**src/rtl/ex_fwd_pkg.sv**
```systemverilog
// ----------------------------------------------------------------------------
// ex_fwd_pkg
//
// Purpose : shared types and helpers for the EX-stage forwarding scoreboard.
//           Holds the control part of an in-flight entry, the "select the
//           register file" code and the select-width helper. Register address
//           and data widths are instance parameters, so the full entry record
//           (control + rd + data) is built inside the module that owns it.
//
// Ports   : none (package).
// ----------------------------------------------------------------------------
package ex_fwd_pkg;

  // Select code meaning "take the register-file value"; entry k is k+1.
  localparam int SEL_RF = 0;

  // Control bits of one in-flight entry. An entry can forward only when it
  // is valid, writes a register, and that register is not r0.
  typedef struct packed {
    logic valid;
    logic wen;
    logic is_load;
  } entry_ctrl_t;

  // Width of a per-source select: RF plus one code per tracked entry.
  function automatic int sel_width(input int depth);
    return $clog2(depth + 1);
  endfunction

endpackage

```
**src/rtl/ex_fwd_scoreboard_if.sv**
```systemverilog
// ----------------------------------------------------------------------------
// ex_fwd_scoreboard_if
//
// Purpose : bundles the EX-stage request, retire and forwarding result
//           signals of the forwarding scoreboard into one interface.
//
// Signals :
//   pipe_en        global pipeline advance
//   ex_valid       EX holds a real instruction
//   ex_wen         EX instruction writes a register
//   ex_is_load     EX instruction is a load
//   ex_rd          EX destination register
//   ex_alu_result  EX ALU result (captured into entry 0)
//   mem_rdata      load data for the load sitting in entry 0
//   ex_src_addr    NUM_SRC packed source register addresses
//   ex_src_rf      NUM_SRC packed register-file read values
//   ex_src_fwd     NUM_SRC packed resolved operands
//   fwd_sel        NUM_SRC packed selects (0 = RF, k = entry k-1)
//   fwd_stall      load-use hazard
//
// Modports: master = pipeline side (drives EX info, reads results),
//           slave  = scoreboard side.
// ----------------------------------------------------------------------------
interface ex_fwd_scoreboard_if #(
  parameter int DATA_W  = 32,
  parameter int REG_AW  = 5,
  parameter int NUM_SRC = 2,
  parameter int DEPTH   = 2
);

  localparam int SEL_W = ex_fwd_pkg::sel_width(DEPTH);

  logic                        pipe_en;
  logic                        ex_valid;
  logic                        ex_wen;
  logic                        ex_is_load;
  logic [REG_AW-1:0]           ex_rd;
  logic [DATA_W-1:0]           ex_alu_result;
  logic [DATA_W-1:0]           mem_rdata;
  logic [NUM_SRC*REG_AW-1:0]   ex_src_addr;
  logic [NUM_SRC*DATA_W-1:0]   ex_src_rf;
  logic [NUM_SRC*DATA_W-1:0]   ex_src_fwd;
  logic [NUM_SRC*SEL_W-1:0]    fwd_sel;
  logic                        fwd_stall;

  modport master (
    output pipe_en, ex_valid, ex_wen, ex_is_load, ex_rd, ex_alu_result,
           mem_rdata, ex_src_addr, ex_src_rf,
    input  ex_src_fwd, fwd_sel, fwd_stall
  );

  modport slave (
    input  pipe_en, ex_valid, ex_wen, ex_is_load, ex_rd, ex_alu_result,
           mem_rdata, ex_src_addr, ex_src_rf,
    output ex_src_fwd, fwd_sel, fwd_stall
  );

endinterface

```
**src/rtl/ex_fwd_match.sv**
```systemverilog
// ----------------------------------------------------------------------------
// ex_fwd_match
//
// Purpose : resolves one source operand against the in-flight entries.
//           Entries are scanned youngest (entry 0) first; the first live
//           entry whose rd equals the source address wins. r0 never forwards.
//
// Ports   :
//   src_addr     in   source register address
//   src_rf       in   register-file value for this source
//   entry_live   in   per-entry live flag (valid & wen & rd != 0)
//   entry0_load  in   entry 0 holds a load whose data is not yet known
//   entry_rd     in   packed rd of every entry, entry k at [k*REG_AW +: REG_AW]
//   entry_data   in   packed data of every entry, entry k at [k*DATA_W +: DATA_W]
//   hit          out  some live entry matched
//   sel          out  0 = RF, k+1 = entry k
//   data         out  resolved operand
//   load_hazard  out  the winning entry is the load still in MEM
// ----------------------------------------------------------------------------
module ex_fwd_match
  import ex_fwd_pkg::*;
#(
  parameter int DATA_W = 32,
  parameter int REG_AW = 5,
  parameter int DEPTH  = 2
) (
  input  logic [REG_AW-1:0]                          src_addr,
  input  logic [DATA_W-1:0]                          src_rf,
  input  logic [DEPTH-1:0]                           entry_live,
  input  logic                                       entry0_load,
  input  logic [DEPTH*REG_AW-1:0]                    entry_rd,
  input  logic [DEPTH*DATA_W-1:0]                    entry_data,
  output logic                                       hit,
  output logic [ex_fwd_pkg::sel_width(DEPTH)-1:0]    sel,
  output logic [DATA_W-1:0]                          data,
  output logic                                       load_hazard
);

  localparam int SEL_W = sel_width(DEPTH);

  // Priority scan. Walking from the oldest entry towards entry 0 and letting
  // each later match overwrite the earlier one leaves the youngest match in
  // place, which is the required "youngest producer wins" rule.
  always_comb begin
    hit         = 1'b0;
    sel         = SEL_W'(SEL_RF);
    data        = src_rf;
    load_hazard = 1'b0;
    if (src_addr != '0) begin
      for (int k = DEPTH - 1; k >= 0; k--) begin
        if (entry_live[k] && (entry_rd[k*REG_AW +: REG_AW] == src_addr)) begin
          hit         = 1'b1;
          sel         = SEL_W'(k + 1);
          data        = entry_data[k*DATA_W +: DATA_W];
          load_hazard = (k == 0) && entry0_load;
        end
      end
    end
  end

endmodule

```
**src/rtl/ex_fwd_scoreboard.sv**
```systemverilog
// ----------------------------------------------------------------------------
// ex_fwd_scoreboard
//
// Purpose : EX-stage operand forwarding unit. Remembers destination tags and
//           results of the last DEPTH instructions that left EX (entry 0 =
//           MEM, entry 1 = WB, ...) and resolves NUM_SRC source operands of
//           the instruction now in EX. A source that depends on a load still
//           in MEM raises fwd_stall for one cycle.
//
// Ports   :
//   clk             in   clock, rising edge
//   rst_n           in   asynchronous active-low reset
//   bus             slave modport of ex_fwd_scoreboard_if (EX info in,
//                   resolved operands / selects / stall out)
//   perf_stall_cnt  out  32-bit saturating count of stall edges    (*)
//   perf_fwd_cnt    out  32-bit saturating count of forwarded issues (*)
//
// (*) only present when the macro EX_FWD_PERF_EN is defined; without it the
//     unit is otherwise identical.
// ----------------------------------------------------------------------------
module ex_fwd_scoreboard
  import ex_fwd_pkg::*;
#(
  parameter int DATA_W  = 32,
  parameter int REG_AW  = 5,
  parameter int NUM_SRC = 2,
  parameter int DEPTH   = 2
) (
  input  logic                 clk,
  input  logic                 rst_n,
  ex_fwd_scoreboard_if.slave   bus
`ifdef EX_FWD_PERF_EN
  ,
  output logic [31:0]          perf_stall_cnt,
  output logic [31:0]          perf_fwd_cnt
`endif
);

  localparam int SEL_W = sel_width(DEPTH);

  typedef struct packed {
    entry_ctrl_t       ctrl;
    logic [REG_AW-1:0] rd;
    logic [DATA_W-1:0] data;
  } entry_t;

  entry_t                      entries [DEPTH];
  entry_t                      next_entry0;
  entry_t                      aged_entry0;

  logic [DEPTH-1:0]            entry_live;
  logic [DEPTH*REG_AW-1:0]     entry_rd;
  logic [DEPTH*DATA_W-1:0]     entry_data;

  logic [NUM_SRC-1:0]          src_hit;
  logic [NUM_SRC-1:0]          src_hazard;
  logic [NUM_SRC*SEL_W-1:0]    src_sel;
  logic [NUM_SRC*DATA_W-1:0]   src_fwd;
  logic                        fwd_stall;

  // Flatten the entries into the packed views the match units scan. An
  // entry is live only if it will actually write a non-zero register.
  always_comb begin
    entry_live = '0;
    entry_rd   = '0;
    entry_data = '0;
    for (int k = 0; k < DEPTH; k++) begin
      entry_live[k]                  = entries[k].ctrl.valid & entries[k].ctrl.wen &
                                       (entries[k].rd != '0);
      entry_rd[k*REG_AW +: REG_AW]   = entries[k].rd;
      entry_data[k*DATA_W +: DATA_W] = entries[k].data;
    end
  end

  // One priority match unit per source operand.
  for (genvar i = 0; i < NUM_SRC; i++) begin : g_src
    ex_fwd_match #(
      .DATA_W (DATA_W),
      .REG_AW (REG_AW),
      .DEPTH  (DEPTH)
    ) u_match (
      .src_addr    (bus.ex_src_addr[i*REG_AW +: REG_AW]),
      .src_rf      (bus.ex_src_rf[i*DATA_W +: DATA_W]),
      .entry_live  (entry_live),
      .entry0_load (entries[0].ctrl.is_load),
      .entry_rd    (entry_rd),
      .entry_data  (entry_data),
      .hit         (src_hit[i]),
      .sel         (src_sel[i*SEL_W +: SEL_W]),
      .data        (src_fwd[i*DATA_W +: DATA_W]),
      .load_hazard (src_hazard[i])
    );
  end

  // A hazard only counts for a source that really picked entry 0, and only
  // when EX holds a real instruction.
  assign fwd_stall      = bus.ex_valid & (|(src_hit & src_hazard));
  assign bus.fwd_stall  = fwd_stall;
  assign bus.fwd_sel    = src_sel;
  assign bus.ex_src_fwd = src_fwd;

  // Next contents of entry 0: the EX instruction, or a bubble when EX is
  // empty or being held by a load-use stall (the held instruction will be
  // captured once the stall clears).
  always_comb begin
    next_entry0 = '0;
    if (bus.ex_valid && !fwd_stall) begin
      next_entry0.ctrl.valid   = 1'b1;
      next_entry0.ctrl.wen     = bus.ex_wen;
      next_entry0.ctrl.is_load = bus.ex_is_load;
      next_entry0.rd           = bus.ex_rd;
      next_entry0.data         = bus.ex_alu_result;
    end
  end

  // Entry 0 as it moves into entry 1: a load picks up its memory data here,
  // so every entry from 1 onward always carries the final result.
  always_comb begin
    aged_entry0 = entries[0];
    if (entries[0].ctrl.valid && entries[0].ctrl.is_load) begin
      aged_entry0.data = bus.mem_rdata;
    end
  end

  // The entry shift register. Everything holds while pipe_en is low, which
  // keeps a pending load in entry 0 and therefore keeps the stall asserted.
  always_ff @(posedge clk or negedge rst_n) begin
    if (!rst_n) begin
      for (int k = 0; k < DEPTH; k++) begin
        entries[k] <= '0;
      end
    end else if (bus.pipe_en) begin
      entries[0] <= next_entry0;
      entries[1] <= aged_entry0;
      for (int k = 2; k < DEPTH; k++) begin
        entries[k] <= entries[k-1];
      end
    end
  end

`ifdef EX_FWD_PERF_EN
  logic any_fwd;

  assign any_fwd = |src_hit;

  // Saturating event counters: stall edges, and EX issues that took at
  // least one operand from the forwarding network.
  always_ff @(posedge clk or negedge rst_n) begin
    if (!rst_n) begin
      perf_stall_cnt <= '0;
      perf_fwd_cnt   <= '0;
    end else begin
      if (bus.pipe_en && fwd_stall && (perf_stall_cnt != '1)) begin
        perf_stall_cnt <= perf_stall_cnt + 32'd1;
      end
      if (bus.pipe_en && bus.ex_valid && !fwd_stall && any_fwd &&
          (perf_fwd_cnt != '1)) begin
        perf_fwd_cnt <= perf_fwd_cnt + 32'd1;
      end
    end
  end
`endif

endmodule

```
**src/flat_wrapper.sv**
```systemverilog
// flat-port wrapper written by rule: the top's interface ports become plain ports
module ex_fwd_scoreboard_flat import ex_fwd_pkg::*;
#(
  parameter int DATA_W  = 32,
  parameter int REG_AW  = 5,
  parameter int NUM_SRC = 2,
  parameter int DEPTH   = 2
)
  (clk, rst_n, bus_pipe_en, bus_ex_valid, bus_ex_wen, bus_ex_is_load, bus_ex_rd, bus_ex_alu_result, bus_mem_rdata, bus_ex_src_addr, bus_ex_src_rf, bus_ex_src_fwd, bus_fwd_sel, bus_fwd_stall);
  ex_fwd_scoreboard_if #(.DATA_W(DATA_W), .REG_AW(REG_AW), .NUM_SRC(NUM_SRC), .DEPTH(DEPTH)) bus_i ();
  input  logic clk;
  input  logic rst_n;
  input wire logic [$bits(bus_i.pipe_en)-1:0] bus_pipe_en;
  input wire logic [$bits(bus_i.ex_valid)-1:0] bus_ex_valid;
  input wire logic [$bits(bus_i.ex_wen)-1:0] bus_ex_wen;
  input wire logic [$bits(bus_i.ex_is_load)-1:0] bus_ex_is_load;
  input wire logic [$bits(bus_i.ex_rd)-1:0] bus_ex_rd;
  input wire logic [$bits(bus_i.ex_alu_result)-1:0] bus_ex_alu_result;
  input wire logic [$bits(bus_i.mem_rdata)-1:0] bus_mem_rdata;
  input wire logic [$bits(bus_i.ex_src_addr)-1:0] bus_ex_src_addr;
  input wire logic [$bits(bus_i.ex_src_rf)-1:0] bus_ex_src_rf;
  output wire logic [$bits(bus_i.ex_src_fwd)-1:0] bus_ex_src_fwd;
  output wire logic [$bits(bus_i.fwd_sel)-1:0] bus_fwd_sel;
  output wire logic [$bits(bus_i.fwd_stall)-1:0] bus_fwd_stall;
  assign bus_i.pipe_en = bus_pipe_en;
  assign bus_i.ex_valid = bus_ex_valid;
  assign bus_i.ex_wen = bus_ex_wen;
  assign bus_i.ex_is_load = bus_ex_is_load;
  assign bus_i.ex_rd = bus_ex_rd;
  assign bus_i.ex_alu_result = bus_ex_alu_result;
  assign bus_i.mem_rdata = bus_mem_rdata;
  assign bus_i.ex_src_addr = bus_ex_src_addr;
  assign bus_i.ex_src_rf = bus_ex_src_rf;
  assign bus_ex_src_fwd = bus_i.ex_src_fwd;
  assign bus_fwd_sel = bus_i.fwd_sel;
  assign bus_fwd_stall = bus_i.fwd_stall;
  ex_fwd_scoreboard #(.DATA_W(DATA_W), .REG_AW(REG_AW), .NUM_SRC(NUM_SRC), .DEPTH(DEPTH)) u_core (.clk(clk), .rst_n(rst_n), .bus(bus_i));
endmodule
```
**config.mk**
```make
export PLATFORM = sky130hd
export DESIGN_NAME = ex_fwd_scoreboard_flat
export DESIGN_NICKNAME = d
export VERILOG_FILES = /design/src/rtl/ex_fwd_pkg.sv /design/src/rtl/ex_fwd_scoreboard_if.sv /design/src/rtl/ex_fwd_match.sv /design/src/rtl/ex_fwd_scoreboard.sv /design/src/flat_wrapper.sv
export SDC_FILE = /design/constraint.sdc
export NUM_CORES = 1
export LEC_CHECK = 0
export CORE_MARGIN = 1.5
export CORE_UTILIZATION = 60
export DETAILED_ROUTE_END_ITERATION = 8
export DONT_BUFFER_PORTS = 1
export PLACE_DENSITY_LB_ADDON = 0.1
export SYNTH_ARGS = -nofsm -noshare
export SYNTH_HDL_FRONTEND = slang
export SYNTH_HIERARCHICAL = 1
export SYNTH_SLANG_ARGS = --single-unit
```
**constraint.sdc**
```tcl
create_clock -name clk -period 3.1 [get_ports clk]
set_input_delay 0.31 -clock clk [delete_from_list [all_inputs] [get_ports clk]]
set_output_delay 0.31 -clock clk [all_outputs]
set_load 0.005 [all_outputs]
```
Word-level counts from Yosys, hierarchy flattened:

Index checks and enable logic that the tools add are counted.

* bitwise operators: 6
* equality and inequality tests: 4
* reductions and logical operators: 12
* mux-type cells: 24

Operators by type and width (number)
* 32-bit 2-to-1 mux: 7
* 40-bit 2-to-1 mux: 1
* 5-bit == test: 4
* 5-bit nonzero test: 4
* 2-bit 2-to-1 mux: 6
* 1-bit 2-to-1 mux: 10
* 1-bit logical AND: 6
* 1-bit AND: 5
* 2-bit AND: 1
* 2-bit OR reduction: 1
* 1-bit logical NOT: 1

* bits of input ports: 149
* bits in registers: 79
* word-level logic and storage cells: 55

Logic depth before layout (Yosys ltp):

* word-level depth: 12
* mapped depth: 12
* mapped depth without buffers: 7

Cells and area by module:

Netlist, hierarchy kept.

By module, submodules not included
* ex_fwd_scoreboard: instances 1, seq. area each 1976.9 sq um, cells an instance 380, area each 3754.9 sq um
* ex_fwd_match: instances 2, seq. area each 0.0 sq um, cells an instance 97, area each 828.3 sq um

Worst setup path before layout:

Ideal clock, no wire load.

* path type: register to output
* from: reg u_core/entries[33] in the netlist's numbering
* to: out bus_fwd_stall
* arrival: 2.064 ns
* data required time: 2.790 ns
* buffers on the path: 1
* setup slack: 0.726 ns
* stages on the path, launching flop included: 9
* path through: dfrtp_1 > or3_1 > o311a_1 > nand4_1 > nor4_4 > clkbuf_1 > or2_1 > a22o_1 > and2_1

* longest elaborated chain between the ends: 9
* elaborated cells between the ends (all ways): 15
* those cells by class: eq/ne: 2; mux: 6; bitwise: 3; reduce/logical: 4

Ends and longest elaborated chain
* start, declared: line ex_fwd_scoreboard.sv:47 `entry_t entries [DEPTH];`
* start signal, assigned by index: line ex_fwd_scoreboard.sv:136 `entries[k] <= entries[k-1];`
* 5-bit nonzero test: line ex_fwd_scoreboard.sv:69 `(entries[k].rd != '0);`
* 1-bit AND: line ex_fwd_scoreboard.sv:68 `entry_live[k] = entries[k].ctrl.valid & entries[k].ctrl.wen &`
* net u_core.entry_live[1]: line ex_fwd_scoreboard.sv:51 `logic [DEPTH-1:0] entry_live;`
* 1-bit logical AND: line ex_fwd_match.sv:51 `if (entry_live[k] && (entry_rd[k*REG_AW +: REG_AW] == src_addr)) begin`
* 1-bit 2-to-1 mux (2 in a row): line ex_fwd_match.sv:51
* 1-bit 2-to-1 mux: line ex_fwd_match.sv:49 `if (src_addr != '0) begin`
* net u_core.src_hit[0]: line ex_fwd_scoreboard.sv:55 `logic [NUM_SRC-1:0] src_hit;`
* 2-bit AND: line ex_fwd_scoreboard.sv:97 `assign fwd_stall = bus.ex_valid & (|(src_hit & src_hazard));`
* 2-bit OR reduction: line ex_fwd_scoreboard.sv:97
* 1-bit AND: line ex_fwd_scoreboard.sv:97
* end, declared: line flat_wrapper.sv:24 `output wire logic [$bits(bus_i.fwd_stall)-1:0] bus_fwd_stall;`

The timed path passes the listed nets, and every way through them passes these cells.

Final worst setup path:

* from: reg u_core.entries, in the netlist u_core/aged_entry0[33]
* to: out bus_ex_src_fwd[61]

* longest elaborated chain between the ends: 5
* elaborated cells between the ends (all ways): 6
* those cells by class: eq/ne: 1; mux: 2; bitwise: 1; reduce/logical: 2

Ends and longest elaborated chain
* 5-bit nonzero test: line ex_fwd_scoreboard.sv:69
* 1-bit AND: line ex_fwd_scoreboard.sv:68
* net u_core.entry_live[0]: line ex_fwd_scoreboard.sv:51
* 1-bit logical AND: line ex_fwd_match.sv:51
* 32-bit 2-to-1 mux: line ex_fwd_match.sv:51
* 32-bit 2-to-1 mux: line ex_fwd_match.sv:49
* end, declared: line flat_wrapper.sv:22 `output wire logic [$bits(bus_i.ex_src_fwd)-1:0] bus_ex_src_fwd;`

The timed path passes the listed nets, and every way through them passes these cells.

==> impl_metrics.csv <==
group,metric,value,unit
clocking,htree_levels,3,
floorplanning,die-area,9600,um^2
synth,yosys.area_share.simple,21.1,%
grt,grt_first_pass_wirelength,22.9,mm
timing,setup_violations,0,
synth,yosysSeqAreaShare,36.5,%
setup_path,path_max_fanout,30,
clocking,clk_latency,350,ps
synth,synthArstFlopShare,100,%
grt,grt_max_degree,152,
clocking,cts_buffers,9,
routing,totalWireLength,14.4,mm
floorplanning,initial_utilization,62.1,%
timing,fmax,346,MHz
setup_path,crit_path_start_kind,"flop",
synth,yosys.area.top_type,"dfrtp_1",
clocking,tritoncts,"yes",
layout,drive_above_1_share,10.9,%
hold_path,holdPathStages,1,
clocking,root_buffer,"clkbuf_8",
setup_path,r2r_end,"u_core/entries[40]",
clocking,clock-sinks,79,
routing,drc,0,
setup_path,r2r_setup_slack,610,ps
synth,avgSynthCellArea,9.43,um^2
placed_design,port_buffers,0,
synth,synthXorXnorAreaFrac,3.24,%
layout,final_util,62.6,%
timing,tns,0,ps
job,cap_viol_max_count,0,
synth,synth_area_leaders,"dfrtp_1 37%, a221o_1 12%, nor3b_1 8.9%",
hold_path,hold_class,"input port to flop",
timing,slew_violations,0,
grt,grt_pass1_vias,4424,
timing,worst_pin_slew,658,ps
synth,synth_fa_ha_area_share,0,%
routing,drt_iter0_markers,296,
layout,final_net_count,683,
synth,synth_commonest_cells,"79 x dfrtp_1, 71 x nand3_1, 64 x a221o_1, 64 x nor3b_1, 40 x o22ai_1",
setup_path,cp.arrival,2580,ps
setup_path,r2r_start,"u_core/aged_entry0[33]",
floorplanning,io_pins,218,
clocking,clock_path_buffers,2,
timing,period_needed,2890,ps
synth,ys_types,34,
synth,yosysMostFrequentCell,"dfrtp_1",
synth,synth_compound_area_share,27.1,%
timing,setup_slack,207,ps
synth,synth_ff_type,"dfrtp_1",
layout,num_antenna_cells,0,
timing,slew-limit-headroom,56.1,%
power_and_ir_drop,max-vdd-ir-drop,0.239,mV
layout,finish.instance_area,5460,um^2
floorplanning,die_h,98.0,um
layout,synthToLayoutAreaGrowth,0.809,%
placed_design,dpl_worst_slack,600,ps
timing,skew,12.6,ps
routing,wl_per_cell,22.3,um
grt,grt_overflow_total,0,
timing,finalHoldViolCount,0,
timing,rsz0062_at_grt,"no",
grt,antenna_found_initial,0,
power_and_ir_drop,powerDensity,427,nW/um^2
placed_design,gp_congestion,0.902,
setup_path,ff2ff_path_depth,8,
placed_design,dp_hpwl,9.60,mm
synth,synth_edf_count,0,
synth,synth_mux_area_share,1.46,%
synth,ys_seq_elements,79,
floorplanning,core,8720,um^2
routing,dr.pass1.iters,5,
setup_path,crit_path_end_kind,"output pin",
routing,vias_per_cell,6.98,
setup_path,cp_data_required_time,2790,ps
hold_path,worstHoldStart,"bus_pipe_en",
setup_path,critPathKind,"flop to output pin",
synth,syn_inst,574,
grt,grtUsageTotal,29.8,%
clocking,clkTransAtPathRegs,80,ps
timing,final.period_utilization,93.3,%
placed_design,dpl_cell_area,5240,um^2
synth,syn_nets,723,
synth,yosysWarnings,6,
floorplanning,row_count,34,
synth,synth_area,5410,um^2
status,status,"complete, no violations",
power_and_ir_drop,power.leakage,2.16,nW
floorplanning,fp.dieW,98.0,um
clocking,ctsResizeCount,0,
synth,synth_top_area_share,36.5,%
routing,vias,4517,
routing,drtAntennaViolNets,0,
hold_path,holdPathEnd,"u_core/aged_entry0[32]",
synth,synth_top_family_by_area,"compound AO/OA/AOI/OAI gates",
timing repair:
item | in CTS | in global routing
buffers inserted | 0 | 0
hold endpoints to repair | 79 | 0
hold buffers | 2 | 0
placed cells by master (no fill, tap or decap), drive strengths merged, types with 7 or more instances in the layout:
cell,count
nor2,34
buf,14
dfrtp,79
a221o,64
a31oi,32
mux2,7
xnor2,16
nand3,71
nor3b,64
inv,40
o22ai,40
a21bo,32
clkbuf,13
kinds of logic after synthesis:
family,after synthesis
buffers and inverters,106
AOI/OAI and AO/OA,173
xor gates and xnor gates,20
DFF,79
and+or+nand+nor,189
muxes,7
flip-flops by register name, indices dropped and copies added (netlist names):
register,count
u_core/aged_entry0,8
u_core/entries,71
per-layer routing:
layer,share of wire [%],up-vias,track usage [%]
met3,8.0,19,6.66
met5,0,-,0
li1,-,2102,-
met2,50,201,50.2
met4,1.5,0,9.34
met1,41,2195,38.3
critical path, stage by stage (launching register included):
cell	delay (ps)
dfrtp_1	440
nor3_1	90
a311oi_1	400
nand2_1	200
nor3_4	320
buf_4	370
nor3b_1	100
a221o_1	290
how the worst max path moves through the flow:
stage,startpoint,end,slack [ps]
detailed placement,u_core/aged_entry0[33],bus_ex_src_fwd[56],600
global placement,u_core/entries[33],bus_fwd_stall,700
floorplan,u_core/entries[33],bus_fwd_stall,730
CTS,u_core/aged_entry0[33],bus_ex_src_fwd[56],210
global route,u_core/aged_entry0[32],bus_ex_src_fwd[61],30
finish,u_core/aged_entry0[33],bus_ex_src_fwd[61],210
area by class of cell:
| class | count | area (um^2) |
|---|---|---|
| Sequential cell | 79 | 1980 |
| Clock buffer | 13 | 159 |
| Timing Repair Buffer | 15 | 135 |
| Multi-Input combinational cell | 389 | 2880 |
| Inverter | 40 | 150 |
| Fill cell | 751 | 3270 |
| Tap cell | 108 | 135 |
| Clock inverter | 3 | 17.5 |
metrics by stage:
stage	hold slack [ps]	std cells	total power [W]
floorplan	14.4	574	0.00159
global placement	16.5	629	0.00160
detailed placement	16.8	629	0.00162
CTS	48.6	647	0.00234
global route	34.9	647	0.00245
finish	62.9	647	0.00233
power by group:
group	switching (W)	internal, W
sequential	0.000112	0.00113
clock	0.000369	0.000333
combinational	0.000189	0.000195
total	0.000669	0.00166
Note: power is estimated with default switching activity, not from simulation.
